$ cat src/rtl/camera_frame_capture.sv
// camera_frame_capture: samples an OV7670 parallel bus in the system clock domain,
// assembles RGB444/RGB565 byte pairs into RGB888, decimates, and issues addressed
// pixel writes. Supports freeze/release for still capture.
module camera_frame_capture #(
    parameter int H_ACTIVE    = 640,
    parameter int V_ACTIVE    = 480,
    parameter int DECIM       = 1,
    parameter int ADDR_W      = 19,
    parameter int SYNC_STAGES = 2
) (
    input  logic              i_clk,
    input  logic              i_rst_n,
    input  logic              i_enable,
    input  logic              i_fmt,
    input  logic              i_pclk,
    input  logic              i_vsync,
    input  logic              i_href,
    input  logic [7:0]        i_data,
    input  logic              i_capture,
    input  logic              i_release,
    output logic              o_wr_valid,
    output logic [ADDR_W-1:0] o_wr_addr,
    output logic [23:0]       o_wr_data,
    input  logic              i_wr_ready,
    output logic              o_frame_done,
    output logic              o_frozen,
    output logic              o_overflow,
    output logic              o_err_size
);
    // Counters saturate one past the active size so over-long lines/frames still
    // register as a size error instead of wrapping.
    localparam int COL_W = $clog2(H_ACTIVE + 2);
    localparam int ROW_W = $clog2(V_ACTIVE + 2);
    localparam int DMASK = DECIM - 1;

    typedef enum logic [2:0] {IDLE, WAIT_VS, WAIT_FRAME, ACTIVE, FROZEN} state_t;

    typedef struct packed {
        logic       pclk;
        logic       vsync;
        logic       href;
        logic [7:0] data;
    } cam_t;

    cam_t [SYNC_STAGES-1:0] sync_q;
    cam_t                   cam;
    logic                   pclk_d, vsync_d, href_d;

    state_t             state;
    logic [COL_W-1:0]   col;
    logic [ROW_W-1:0]   row;
    logic [ADDR_W-1:0]  addr;
    logic               phase;
    logic [7:0]         hi_q;
    logic               fmt_q;
    logic               cap_req;

    logic sample, vs_rise, vs_fall, hr_rise, hr_fall;
    logic phase_eff, px_done, px_keep;
    logic [4:0]  r5, b5;
    logic [5:0]  g6;
    logic [23:0] px_rgb;

    // All camera signals share one synchronizer chain so they stay aligned.
    assign cam = sync_q[SYNC_STAGES-1];

    // Synchronize the camera bus and keep one cycle of history for edge detection
    always_ff @(posedge i_clk or negedge i_rst_n) begin
        if (!i_rst_n) begin
            sync_q  <= '0;
            pclk_d  <= 1'b0;
            vsync_d <= 1'b0;
            href_d  <= 1'b0;
        end else begin
            sync_q  <= {sync_q[SYNC_STAGES-2:0], i_pclk, i_vsync, i_href, i_data};
            pclk_d  <= cam.pclk;
            vsync_d <= cam.vsync;
            href_d  <= cam.href;
        end
    end

    assign sample  = cam.pclk & ~pclk_d;
    assign vs_rise = cam.vsync & ~vsync_d;
    assign vs_fall = ~cam.vsync & vsync_d;
    assign hr_rise = cam.href & ~href_d;
    assign hr_fall = ~cam.href & href_d;

    // A line start forces the byte phase back to the high byte, even if a
    // sample lands in the same cycle.
    assign phase_eff = hr_rise ? 1'b0 : phase;
    assign px_done   = (state == ACTIVE) && i_enable && sample && cam.href && phase_eff;
    assign px_keep   = px_done
                     && (col < COL_W'(H_ACTIVE)) && (row < ROW_W'(V_ACTIVE))
                     && ((col & COL_W'(DMASK)) == '0) && ((row & ROW_W'(DMASK)) == '0);

    // Bit-replicating expansion to 8 bits per channel.
    assign r5 = hi_q[7:3];
    assign g6 = {hi_q[2:0], cam.data[7:5]};
    assign b5 = cam.data[4:0];
    assign px_rgb = fmt_q ? {r5, r5[4:2], g6, g6[5:4], b5, b5[4:2]}
                          : {hi_q[3:0], hi_q[3:0], cam.data[7:4], cam.data[7:4],
                             cam.data[3:0], cam.data[3:0]};

    // Frame/line sequencing, registered pixel write port and status flags
    always_ff @(posedge i_clk or negedge i_rst_n) begin
        if (!i_rst_n) begin
            state        <= IDLE;
            col          <= '0;
            row          <= '0;
            addr         <= '0;
            phase        <= 1'b0;
            hi_q         <= '0;
            fmt_q        <= 1'b0;
            cap_req      <= 1'b0;
            o_wr_valid   <= 1'b0;
            o_wr_addr    <= '0;
            o_wr_data    <= '0;
            o_frame_done <= 1'b0;
            o_frozen     <= 1'b0;
            o_overflow   <= 1'b0;
            o_err_size   <= 1'b0;
        end else begin
            o_frame_done <= 1'b0;
            // In FROZEN a capture only counts when it rides along with a release.
            if (i_capture && (state != FROZEN || i_release))
                cap_req <= 1'b1;
            if (!i_enable) begin
                state      <= IDLE;
                o_wr_valid <= 1'b0;
                o_frozen   <= 1'b0;
            end else begin
                if (o_wr_valid && i_wr_ready)
                    o_wr_valid <= 1'b0;
                case (state)
                    IDLE: state <= WAIT_VS;
                    WAIT_VS: if (vs_rise) state <= WAIT_FRAME;
                    WAIT_FRAME: if (vs_fall) begin
                        col   <= '0;
                        row   <= '0;
                        addr  <= '0;
                        phase <= 1'b0;
                        fmt_q <= i_fmt;
                        state <= ACTIVE;
                    end
                    ACTIVE: begin
                        if (hr_rise)
                            phase <= 1'b0;
                        if (sample && cam.href) begin
                            phase <= ~phase_eff;
                            if (!phase_eff)
                                hi_q <= cam.data;
                            else if (col <= COL_W'(H_ACTIVE))
                                col <= col + 1'b1;
                        end
                        // Address tracks raster position, so it advances even
                        // when the pixel itself is dropped.
                        if (px_keep) begin
                            addr <= addr + 1'b1;
                            if (!o_wr_valid || i_wr_ready) begin
                                o_wr_valid <= 1'b1;
                                o_wr_addr  <= addr;
                                o_wr_data  <= px_rgb;
                            end else begin
                                o_overflow <= 1'b1;
                            end
                        end
                        if (hr_fall) begin
                            if (col != COL_W'(H_ACTIVE))
                                o_err_size <= 1'b1;
                            if (row <= ROW_W'(V_ACTIVE))
                                row <= row + 1'b1;
                            col <= '0;
                        end
                        if (vs_rise) begin
                            o_frame_done <= 1'b1;
                            if (row != ROW_W'(V_ACTIVE))
                                o_err_size <= 1'b1;
                            if (cap_req || i_capture) begin
                                cap_req  <= 1'b0;
                                o_frozen <= 1'b1;
                                state    <= FROZEN;
                            end else begin
                                state <= WAIT_FRAME;
                            end
                        end
                    end
                    FROZEN: if (i_release) begin
                        o_frozen <= 1'b0;
                        state    <= WAIT_VS;
                    end
                    default: state <= IDLE;
                endcase
            end
        end
    end

endmodule

$ cat config.mk
export PLATFORM = sky130hd
export DESIGN_NAME = camera_frame_capture
export DESIGN_NICKNAME = d
export VERILOG_FILES = /design/src/rtl/camera_frame_capture.sv
export SDC_FILE = /design/constraint.sdc
export NUM_CORES = 1
export LEC_CHECK = 0
export BUFFER_PORTS_ARGS = -buffer_cell sky130_fd_sc_hd__buf_2
export CAP_MARGIN = 30
export CORE_ASPECT_RATIO = 1.75
export CORE_MARGIN = 10
export CORE_UTILIZATION = 60
export CTS_BUF_LIST = sky130_fd_sc_hd__clkbuf_16
export DETAILED_ROUTE_END_ITERATION = 16
export PLACE_DENSITY_LB_ADDON = 0.12
export SYNTH_ARGS = -nofsm -noshare
export SYNTH_HDL_FRONTEND = slang
export SYNTH_SLANG_ARGS = --single-unit
$ cat constraint.sdc
create_clock -name i_clk -period 4.1 [get_ports i_clk]
set_clock_uncertainty 0.1 [all_clocks]
set_input_delay 0 -clock i_clk [delete_from_list [all_inputs] [get_ports i_clk]]
set_output_delay 0 -clock i_clk [all_outputs]
set_load 0.02 [all_outputs]
==> impl_results.md, run 1 <==
* GRT Util Overall at 0.178
* Placed cell area at 5870 um^2
* Pleak at 3.30 nW
* Critical path startpoint: state[0]
* TritonCTS clock tree: built
* Worst IR drop on VDD at 0.398 mV
* Worst path max stage delay at 0.67 ns
* Worst slew pin tran at 1.03 ns
* NetSw at 0.000749 W
* Max Clock Freq at 0.378 GHz
* Finished Cell Area at 6700 um^2
* Pwr dens at 484 nW/um^2
* Fill cells at 636
* Fin. Hold Viols at 0
* Root Driver: clkbuf_16
* Ys flop type: dfrtp_1
* GRT overflow at 0
* FFs w/ async S/R, synth at 1.00
* Setup repair bufs after CTS at 0
* Top Ports at 66
* Share of cells above drive strength 1 at 0.234
* Drc violations at 0
* Row count at 46
* Register area at 3130 um^2
* Pint at 0.00249 W
* Die height at 147 um
* Clk slew on worst S/H paths at 0.06 ns
* Max-Cap Viols at 0
* Area of the multi-input gates at 2150 um^2
* Mapped Area at 5490 um^2
* Startpoint types: register
* TritonCTS buffer count at 17
* Mapped Cells at 482
* Die W at 92.3 um
* Violation count after the first detailed-routing iteration at 233
* Clock Latency Late Sink at 0.41 ns
* Combinational fraction of design power at 0.085
* Core ar. at 8980 um^2
* Post-cts sizing count at 0
* Final wirelength at 11.7 mm
* Family with the most delay on the worst path: simple AND/OR/NAND/NOR gates
* RSZ-0062 raised after global routing: false
* Final #Nets at 591
* DRT antenna net count at 0
* Min cycle time layout at 2.65 ns
* Post-DP HPWL at 8.09 mm
* Port bufs at 65
* Clk pwr share at 0.486
* Reg-to-Reg Start: state[0]
* Syn_nets at 506
* Outcome: complete, no violations
* First-pass GRT wire length at 19.4 mm
* Vias in the first global route at 4065
* Buffers & Inverters on Critical Path at 2
* Arrival @ worst endpoint at 2.89 ns
* Rel. slew slack at 0.315
* Flop pwr share at 0.429
* Antenna violations before repair at 0
* Starting Density at 0.611
* Maximum buffer depth of the clock tree at 2
* Drt pass-1 iters at 5
* Crit end category: register
* Pins over their slew limit at 0
* CTS H-tree lvls at 4
* Sw frac at 0.231
* Count of final setup violators at 0
* Kind of critical path: reg2reg
* Fin util at 0.747
* CTS Sinks at 125
* Critical Path RT at 4.35 ns
* WL/cell at 16.7 um
* Setup TNS at 0 ns
* Yosys warns at 0
* Avg Inst Size Synth at 11.4 um^2
* Number of synthesized register bits at 125
* Slowest library cell on the worst path: or3_2
* CP Max Fanout at 44
* Die footprint at 13500 um^2
* Via count at 3886
* Layout area overhead at 22.2%
* Post-synth EDFFs at 0
* Sequential share of the synthesized area at 0.570
* Worst-path cell chain: and4b_1 > nand3_4 > or3_2 > buf_12 > buf_4 > a21oi_1 > a21o_1
* Synth unique cells at 48
* Vias/cell at 5.55
* Fin crit share at 0.645
* Worst hold path class: in2async
* Largest net degree at the start of global routing at 63
* Antenna diodes at 0
* GPL Wtd Cong at 0.883
-- routing by layer --
metal | share of wire | wire, um | GRT usage | vias up
li1 | - | - | - | 1865
met1 | 0.39 | 4590 | 0.183 | 1924
met2 | 0.55 | 6440 | 0.327 | 86
met3 | 0.044 | 514 | 0.0524 | 11
met4 | 0.012 | 138 | 0.0698 | 0
met5 | 0 | 0 | 0 | -
-- sequential cells by signal, summed over array words and instances (netlist names), 3 cells and up --
name       cells
addr          19
state          3
col           10
o_wr_addr     19
hi_q           8
sync_q        11
row            9
o_wr_data     24
b5             5
cam            6
-- placed cells by master, fill, tap and decap left out, types with 2 or more instances in the layout --
cell type and count:
mux2i_1 16, clkinvlp_4 2, dfrtp_1 125, and3b_1 3, ha_1 6, nand2_1 41
inv_1 16, nand3b_1 2, o21a_1 4, mux2_2 10, a21oi_1 14, mux2_4 19
o21ai_0 14, nand3_1 17, dlygate4sd3_1 20, bufinv_16 5, nor3_1 13, nand2b_1 9
a21o_1 11, clkinv_2 6, nand4_1 7, buf_4 6, and3_1 7, nor2_1 40
buf_2 64, nor4_1 17, clkbuf_16 17, o21ai_1 18, nor2b_1 3, xnor2_1 23
o31ai_1 4
-- area by class of cell --
type,instances,area share
clock buffers,17,0.0635
well taps,120,0.0224
repair buffers,91,0.0874
flip-flops and latches,125,0.467
clock inverters,15,0.0302
inverters,15,0.00840
multi-input cells,317,0.321
-- path summary, 6_finish.rpt --
path | to | slack [ns] | depth (start not counted)
max | o_wr_data[17] | 1.45 | 7
min | o_wr_addr[14] | 0.13 | 2
max reg2reg | o_wr_data[17] | 1.45 | 7
min reg2reg | cam[9] | 0.26 | 0
max in group asynchronous | addr[3] | 2.81 | 3
min in group i_clk | sync_q[8] | 0.13 | 2
-- worst register-to-register path, cell delays in order (launching register included) --
cell and delay [ns]:
dfrtp_1 0.54, and4b_1 0.40, nand3_4 0.14, or3_2 0.67
buf_12 0.26, buf_4 0.23, a21oi_1 0.15, a21o_1 0.10
-- synthesized netlist by cell type, types with 3 or more instances --
| master | count | area, um^2 |
|---|---|---|
| ha_1 | 6 | 75.1 |
| nor2b_1 | 3 | 18.8 |
| nor3_1 | 13 | 65.1 |
| nor2_1 | 40 | 150 |
| a21o_1 | 11 | 82.6 |
| buf_6 | 6 | 67.6 |
| o21ai_0 | 14 | 70.1 |
| nand2b_1 | 9 | 56.3 |
| o21a_1 | 4 | 30.0 |
| a21oi_1 | 14 | 70.1 |
| xnor2_1 | 23 | 201 |
| nand4_1 | 7 | 43.8 |
| mux2_2 | 10 | 113 |
| o21ai_1 | 18 | 90.1 |
| and3b_1 | 3 | 26.3 |
| o31ai_1 | 4 | 30.0 |
| nand3_1 | 17 | 85.1 |
| inv_1 | 15 | 56.3 |
| nor4_1 | 17 | 106 |
| dfrtp_1 | 125 | 3130 |
| clkbuf_1 | 13 | 48.8 |
| mux2_4 | 19 | 285 |
| mux2i_1 | 16 | 160 |
| nand2_1 | 41 | 154 |
| and3_1 | 7 | 43.8 |
-- stage by stage --
stage	hold slack, ns	setup WS, ns	total power, W	std cells
2_1_floorplan	-0.396	2.07	0.00158	482
3_3_place_gp	0.00757	1.38	0.00166	647
3_5_place_dp	0.00945	1.49	0.00167	648
4_1_cts	0.117	1.46	0.00327	700
5_1_grt	0.117	1.28	0.00337	700
6_report	0.128	1.45	0.00324	700
-- power groups by stage --
stage / logic, W / clock network (W) / registers [W]
floorplan: 0.000230 / 0 / 0.00135
global placement: 0.000254 / 0 / 0.00141
detailed placement: 0.000259 / 0 / 0.00141
CTS: 0.000276 / 0.00161 / 0.00139
global route: 0.000306 / 0.00166 / 0.00140
finish: 0.000275 / 0.00158 / 0.00139
-- kinds of logic (layout without fill, tap and decap cells) --
group                    after synthesis  in the layout  synth area share
buffers and inverters                 40            138            0.0374
multiplexers                          45             45             0.102
AO/OA/AOI/OAI                         75             75            0.0837
AND/OR/NAND/NOR                      168            168             0.157
XOR/XNOR                              23             23            0.0367
adder cells (fa/ha/maj)                6              6            0.0137
flip-flops                           125            125             0.570
-- repair_timing --
action                                  CTS  global route
endpoints found under the hold margin    80             0
endpoints found under the setup margin    0             0
hold buffers                             20             0
No activity file was read; power rests on OpenSTA's default activity.
==> inputs of run 2 (changes only) <==
CORE_UTILIZATION = 52   (was 60)
clock period = 2.2 ns   (was 4.1 ns; I/O delays follow)
==> impl_results.md, run 2 (synthesis gave the netlist of run 1 again) <==
* WL/cell at 16.4 um (was 16.7 um)
* Via count at 4034 (was 3886)
* Vias/cell at 5.52 (was 5.55)
* CTS H-tree lvls at 4 (unchanged)
* Setup TNS at 0 ns (unchanged)
* TritonCTS clock tree: built (unchanged)
* Reg with most FFs: o_wr_data (unchanged)
* Root Driver: clkbuf_16 (unchanged)
* Power, Total at 0.00592 W (was 0.00324 W)
* Clock Latency Late Sink at 0.40 ns (was 0.41 ns)
* Worst-path cell chain: o21ai_1 > nand3_4 > or3_2 > buf_12 > mux2_4 (was and4b_1 > nand3_4 > or3_2 > buf_12 > buf_4 > a21oi_1 > a21o_1)
* Drc violations at 0 (unchanged)
* Drt pass-1 iters at 4 (was 5)
* Final #Nets at 618 (was 591)
* Maximum buffer depth of the clock tree at 2 (unchanged)
* Hold Slack at 0.0327 ns (was 0.128 ns)
* Arrival @ worst endpoint at 2.28 ns (was 2.89 ns)
* GRT Util Overall at 0.163 (was 0.178)
* Die height at 156 um (was 147 um)
* Register area at 3130 um^2 (unchanged)
* Row count at 49 (was 46)
* Die footprint at 15200 um^2 (was 13500 um^2)
* Combinational fraction of design power at 0.112 (was 0.085)
* GPL Wtd Cong at 0.838 (was 0.883)
* Pins over their slew limit at 0 (unchanged)
* GRT overflow at 0 (unchanged)
* Fill cells at 782 (was 636)
* Pleak at 3.42 nW (was 3.30 nW)
* Flop pwr share at 0.421 (was 0.429)
* Clk slew on worst S/H paths at 0.05 ns (was 0.06 ns)
* Fin. Hold Viols at 0 (unchanged)
* Final WS setup at 0.101 ns (was 1.45 ns)
* Critical Path RT at 2.38 ns (was 4.35 ns)
* Die W at 97.6 um (was 92.3 um)
* Violation count after the first detailed-routing iteration at 216 (was 233)
* Antenna diodes at 0 (unchanged)
* Largest regs: o_wr_data (24), addr (19), o_wr_addr (19) (unchanged)
* NetSw at 0.00137 W (was 0.000749 W)
* Slowest library cell on the worst path: or3_2 (unchanged)
* Count of final setup violators at 0 (unchanged)
* Outcome: complete, no violations (unchanged)
* Worst IR drop on VDD at 0.722 mV (was 0.398 mV)
* Fin crit share at 0.954 (was 0.645)
* Layout area overhead at 25.8% (was 22.2%)
* Worst hold path class: in2async (unchanged)
* Placed cell area at 6050 um^2 (was 5870 um^2)
* DP Worst Slack at 0.0567 ns (was 1.49 ns)
* Rel. slew slack at 0.568 (was 0.315)
* Largest register FFs at 24 (unchanged)
* Min cycle time layout at 2.10 ns (was 2.65 ns)
* Crit end category: register (unchanged)
* Pint at 0.00456 W (was 0.00249 W)
* TritonCTS buffer count at 17 (unchanged)
* DRT antenna net count at 0 (unchanged)
* Kind of critical path: reg2reg (unchanged)
* Largest net degree at the start of global routing at 68 (was 63)
* Starting Density at 0.533 (was 0.611)
* Clk pwr share at 0.466 (was 0.486)
* Port bufs at 65 (unchanged)
* Share of cells above drive strength 1 at 0.263 (was 0.234)
* Vias in the first global route at 4157 (was 4065)
* CTS Sinks at 125 (unchanged)
* Startpoint types: register (unchanged)
* Core ar. at 10300 um^2 (was 8980 um^2)
* Antenna violations before repair at 0 (unchanged)
* First-pass GRT wire length at 20.4 mm (was 19.4 mm)
* Area of the multi-input gates at 2170 um^2 (was 2150 um^2)
* Worst path max stage delay at 0.49 ns (was 0.67 ns)
* Finished Cell Area at 6900 um^2 (was 6700 um^2)
* Sw frac at 0.231 (about the same)
* Commonest non-fill, non-tap cells in the layout: dfrtp_1, buf_2, nand2_1, nor2_1, buf_4 (was dfrtp_1, buf_2, nand2_1, nor2_1, xnor2_1)
* Max Clock Freq at 0.476 GHz (was 0.378 GHz)
* Pwr dens at 858 nW/um^2 (was 484 nW/um^2)
* Post-DP HPWL at 8.27 mm (was 8.09 mm)
* Family with the most delay on the worst path: simple AND/OR/NAND/NOR gates (unchanged)
* Final wirelength at 12.0 mm (was 11.7 mm)
* Commonest non-fill, non-tap cell in the layout: dfrtp_1 (unchanged)
* CP Max Fanout at 67 (was 44)
* Worst slew pin tran at 0.641 ns (was 1.03 ns)
* Top Ports at 66 (unchanged)
* Buffers & Inverters on Critical Path at 1 (was 2)
* Max-Cap Viols at 0 (unchanged)
run 2: changes by cell type in the layout (fill, tap and decap cells not counted), sizes merged:
cell      change
inv           +1
bufinv        -1
clkinvlp      -1
buf          +27
clkinv        -2
run 2: path summary, 6_finish.rpt:
check	startpoint	endpoint	slack (ns)	cells past startpoint
max	col[7]	o_wr_data[19]	0.10	5
min	i_rst_n	o_wr_addr[17]	0.03	2
max reg2reg	col[7]	o_wr_data[19]	0.10	5
min reg2reg	sync_q[3]	b5[3]	0.24	0
max in group asynchronous	i_rst_n	o_wr_data[18]	1.26	3
min in group i_clk	i_vsync	sync_q[9]	0.14	2
run 2: metrics by stage:
step,util,std cells
after floorplan,-,482
after global placement,0.588,676
after detailed placement,0.588,676
after CTS,0.664,725
after global routing,0.670,731
final,0.670,731
run 2: worst register-to-register path: cells and delay by family (launching register included):
| family | cells | cell delay (ns) |
|---|---|---|
| flops | 1 | 0.41 |
| compound gates | 1 | 0.28 |
| buf+inv | 1 | 0.21 |
| simple gates | 2 | 0.59 |
| mux | 1 | 0.39 |
run 2: per-layer routing:
| layer | GRT usage | part of all wire | vias up | wire (um) |
|---|---|---|---|---|
| li1 | - | - | 1911 | - |
| met4 | 0.0661 | 0.019 | 0 | 224 |
| met3 | 0.0461 | 0.037 | 19 | 446 |
| met2 | 0.283 | 0.54 | 91 | 6450 |
| met5 | 0 | 0 | - | 0 |
| met1 | 0.185 | 0.41 | 2013 | 4860 |
run 2: power groups by stage:
stage,clock network (W),registers [W],logic [W]
5_1_grt,0.00293,0.00250,0.000739
4_1_cts,0.00282,0.00249,0.000665
2_1_floorplan,0,0.00252,0.000429
6_report,0.00276,0.00249,0.000665
3_5_place_dp,0,0.00253,0.000634
3_3_place_gp,0,0.00252,0.000625
run 2: layout make-up:
cell class	instances	share of cell area
flip-flops and latches	125	0.453
well taps	127	0.0230
clock buffers	17	0.0617
clock inverters	12	0.0227
inverters	15	0.00816
repair buffers	118	0.116
multi-input cells	317	0.315
run 2: timing repair:
item                                   CTS  global route
hold buffers                            20             0
resized for setup                        0             6
setup endpoints to repair                0            11
buffers inserted                         0             5
endpoints found under the hold margin  100             0
==> inputs of run 3 (changes only) <==
BUFFER_PORTS_ARGS = unset   (was -buffer_cell sky130_fd_sc_hd__buf_2)
CORE_UTILIZATION = 57   (was 52)
DONT_BUFFER_PORTS = 1   (was unset)
==> impl_results.md, run 3 (synthesis gave the netlist of run 1 again) <==
* Antenna violations before repair at 0 (unchanged)
* Die height at 150 um (was 156 um)
* Rel. slew slack at 0.671 (was 0.568)
* Final wirelength at 11.4 mm (was 12.0 mm)
* Worst r2r path cells at 7 (was 5)
* Commonest non-fill, non-tap cells in the layout: dfrtp_1, nand2_1, nor2_1, buf_4, xnor2_1 (was dfrtp_1, buf_2, nand2_1, nor2_1, buf_4)
* Arrival @ worst endpoint at 2.25 ns (was 2.28 ns)
* DP Worst Slack at 0.103 ns (was 0.0567 ns)
* Maximum buffer depth of the clock tree at 2 (unchanged)
* Min cycle time layout at 2.08 ns (was 2.10 ns)
* Largest net degree at the start of global routing at 126 (was 68)
* Worst path max stage delay at 0.48 ns (was 0.49 ns)
* Post-DP HPWL at 7.88 mm (was 8.27 mm)
* Worst-path cell chain: and4b_1 > nand3_4 > or3_2 > buf_12 > buf_4 > nand2_1 > o21ai_1 (was o21ai_1 > nand3_4 > or3_2 > buf_12 > mux2_4)
* Die footprint at 14100 um^2 (was 15200 um^2)
* Row count at 47 (was 49)
* Fill cells at 715 (was 782)
* Reg-to-Reg Start: state[2] (was col[7])
* GRT Util Overall at 0.173 (was 0.163)
* Reg with most FFs: o_wr_data (unchanged)
* Final WS setup at 0.124 ns (was 0.101 ns)
* Vias in the first global route at 3887 (was 4157)
* Hold Buf Count CTS at 18 (was 20)
* Final non-filler cell total at 656 (was 731)
* Drt pass-1 iters at 4 (unchanged)
* CTS Sinks at 125 (unchanged)
* Failing checks: hold timing
* Fin. Hold Viols at 125 (was 0)
* Commonest non-fill, non-tap cell in the layout: dfrtp_1 (unchanged)
* Largest regs: o_wr_data (24), addr (19), o_wr_addr (19) (unchanged)
* GPL Wtd Cong at 0.836 (was 0.838)
* Via count at 3703 (was 4034)
* Hold Slack at -0.809 ns (was 0.0327 ns)
* DRT antenna net count at 0 (unchanged)
* R2r endpoint: o_wr_data[9] (was o_wr_data[19])
* Pins over their slew limit at 0 (unchanged)
* WL/cell at 17.4 um (was 16.4 um)
* Top Ports at 66 (unchanged)
* Share of cells above drive strength 1 at 0.163 (was 0.263)
* Largest register FFs at 24 (unchanged)
* Critical Path RT at 2.38 ns (about the same)
* Setup TNS at 0 ns (unchanged)
* Pwr dens at 900 nW/um^2 (was 858 nW/um^2)
* CTS H-tree lvls at 4 (unchanged)
* Final #Nets at 546 (was 618)
* Crit end category: register (unchanged)
* Fin util at 0.690 (was 0.670)
* Antenna diodes at 0 (unchanged)
* Critical path startpoint: state[2] (was col[7])
* Pleak at 3.06 nW (was 3.42 nW)
* TritonCTS buffer count at 17 (unchanged)
* RSZ-0062 raised after global routing: false
* Vias/cell at 5.64 (was 5.52)
* Critical Path Sink: o_wr_data[9] (was o_wr_data[19])
* Worst slew pin tran at 0.488 ns (was 0.641 ns)
* Worst IR drop on VDD at 0.596 mV (was 0.722 mV)
* Drc violations at 0 (unchanged)
* Count of final setup violators at 0 (unchanged)
* Port bufs at 0 (was 65)
* Kind of critical path: reg2reg (unchanged)
* Family with the most delay on the worst path: simple AND/OR/NAND/NOR gates (unchanged)
* First-pass GRT wire length at 19.3 mm (was 20.4 mm)
* Starting Density at 0.583 (was 0.533)
* Layout area overhead at 18.3% (was 25.8%)
* Clock Latency Late Sink at 0.40 ns (about the same)
* Core ar. at 9410 um^2 (was 10300 um^2)
* Critical path depth in cells at 7 (was 5)
* TritonCTS clock tree: built (unchanged)
* Placed Cells at 606 (was 676)
* Buffers & Inverters on Critical Path at 2 (was 1)
* Flop-to-flop setup slack at 0.12 ns (was 0.10 ns)
* Worst hold path class: in2async (unchanged)
* Fin crit share at 0.944 (was 0.954)
* Startpoint types: register (unchanged)
* Max Clock Freq at 0.482 GHz (was 0.476 GHz)
* Clk slew on worst S/H paths at 0.05 ns (about the same)
* Violation count after the first detailed-routing iteration at 145 (was 216)
* Slowest library cell on the worst path: or3_2 (unchanged)
* Root Driver: clkbuf_16 (unchanged)
* Outcome: finished with violations (was complete, no violations)
* Die W at 94.2 um (was 97.6 um)
* GRT overflow at 0 (unchanged)
* Max-Cap Viols at 0 (unchanged)
* CP Max Fanout at 54 (was 67)
run 3: changes by cell type in the layout (fill, tap and decap cells not counted), sizes merged:
| cell | delta |
|---|---|
| buf | -70 |
| clkinv | +2 |
| dlygate4sd3 | -2 |
| clkinvlp | -1 |
| inv | +1 |
run 3: worst register-to-register path, stage by stage (launching register included):
cell	delay [ns]
dfrtp_1	0.37
and4b_1	0.34
nand3_4	0.08
or3_2	0.48
buf_12	0.22
buf_4	0.23
nand2_1	0.07
o21ai_1	0.07
run 3: worst min path at each step:
stage	from	to	slack [ns]	depth (start not counted)
after floorplan	i_rst_n	addr[0]	-0.40	0
after CTS	i_rst_n	addr[15]	-0.82	0
after global routing	i_rst_n	addr[15]	-0.84	0
after detailed placement	i_rst_n	o_wr_addr[13]	-0.39	0
final	i_rst_n	addr[15]	-0.81	0
after global placement	i_rst_n	o_wr_addr[15]	-0.39	0
run 3: where the power goes:
| part | total (W) | leakage, nW | internal [W] | switching [W] |
|---|---|---|---|---|
| Combinational | 0.000566 | 1.09 | 0.000272 | 0.000294 |
| Clock | 0.00276 | 0.298 | 0.00185 | 0.000910 |
| Sequential | 0.00252 | 1.67 | 0.00241 | 0.000104 |
run 3: through the flow:
| stage | power (W) | hold slack [ns] | area (um^2) |
|---|---|---|---|
| finish | 0.00584 | -0.809 | 6490 |
| global route | 0.00608 | -0.839 | 6490 |
| CTS | 0.00589 | -0.825 | 6470 |
| detailed placement | 0.00309 | -0.390 | 5710 |
| global placement | 0.00307 | -0.391 | 5710 |
| floorplan | 0.00295 | -0.396 | 5490 |
run 3: routing by layer:
layer / part of all wire / GRT usage / vias to the layer above
met5: 0 / 0 / -
met1: 0.39 / 0.197 / 1875
met3: 0.041 / 0.0542 / 12
met4: 0.017 / 0.0656 / 0
li1: - / - / 1760
met2: 0.55 / 0.293 / 56
run 3: final cells by class:
cell class / instances / area [um^2] / share of cell area
Timing Repair Buffer: 46 / 403 / 0.0621
Multi-Input combinational cell: 317 / 2170 / 0.334
Sequential cell: 125 / 3130 / 0.482
Tap cell: 122 / 153 / 0.0235
Clock buffer: 17 / 425 / 0.0655
Clock inverter: 14 / 160 / 0.0247
Inverter: 15 / 56.3 / 0.00867
run 3: repair_timing:
item                       4_1_cts  5_1_grt
resized for setup                0        2
buffers inserted                 0        1
hold endpoints to repair       146      125
setup endpoints to repair        0        5
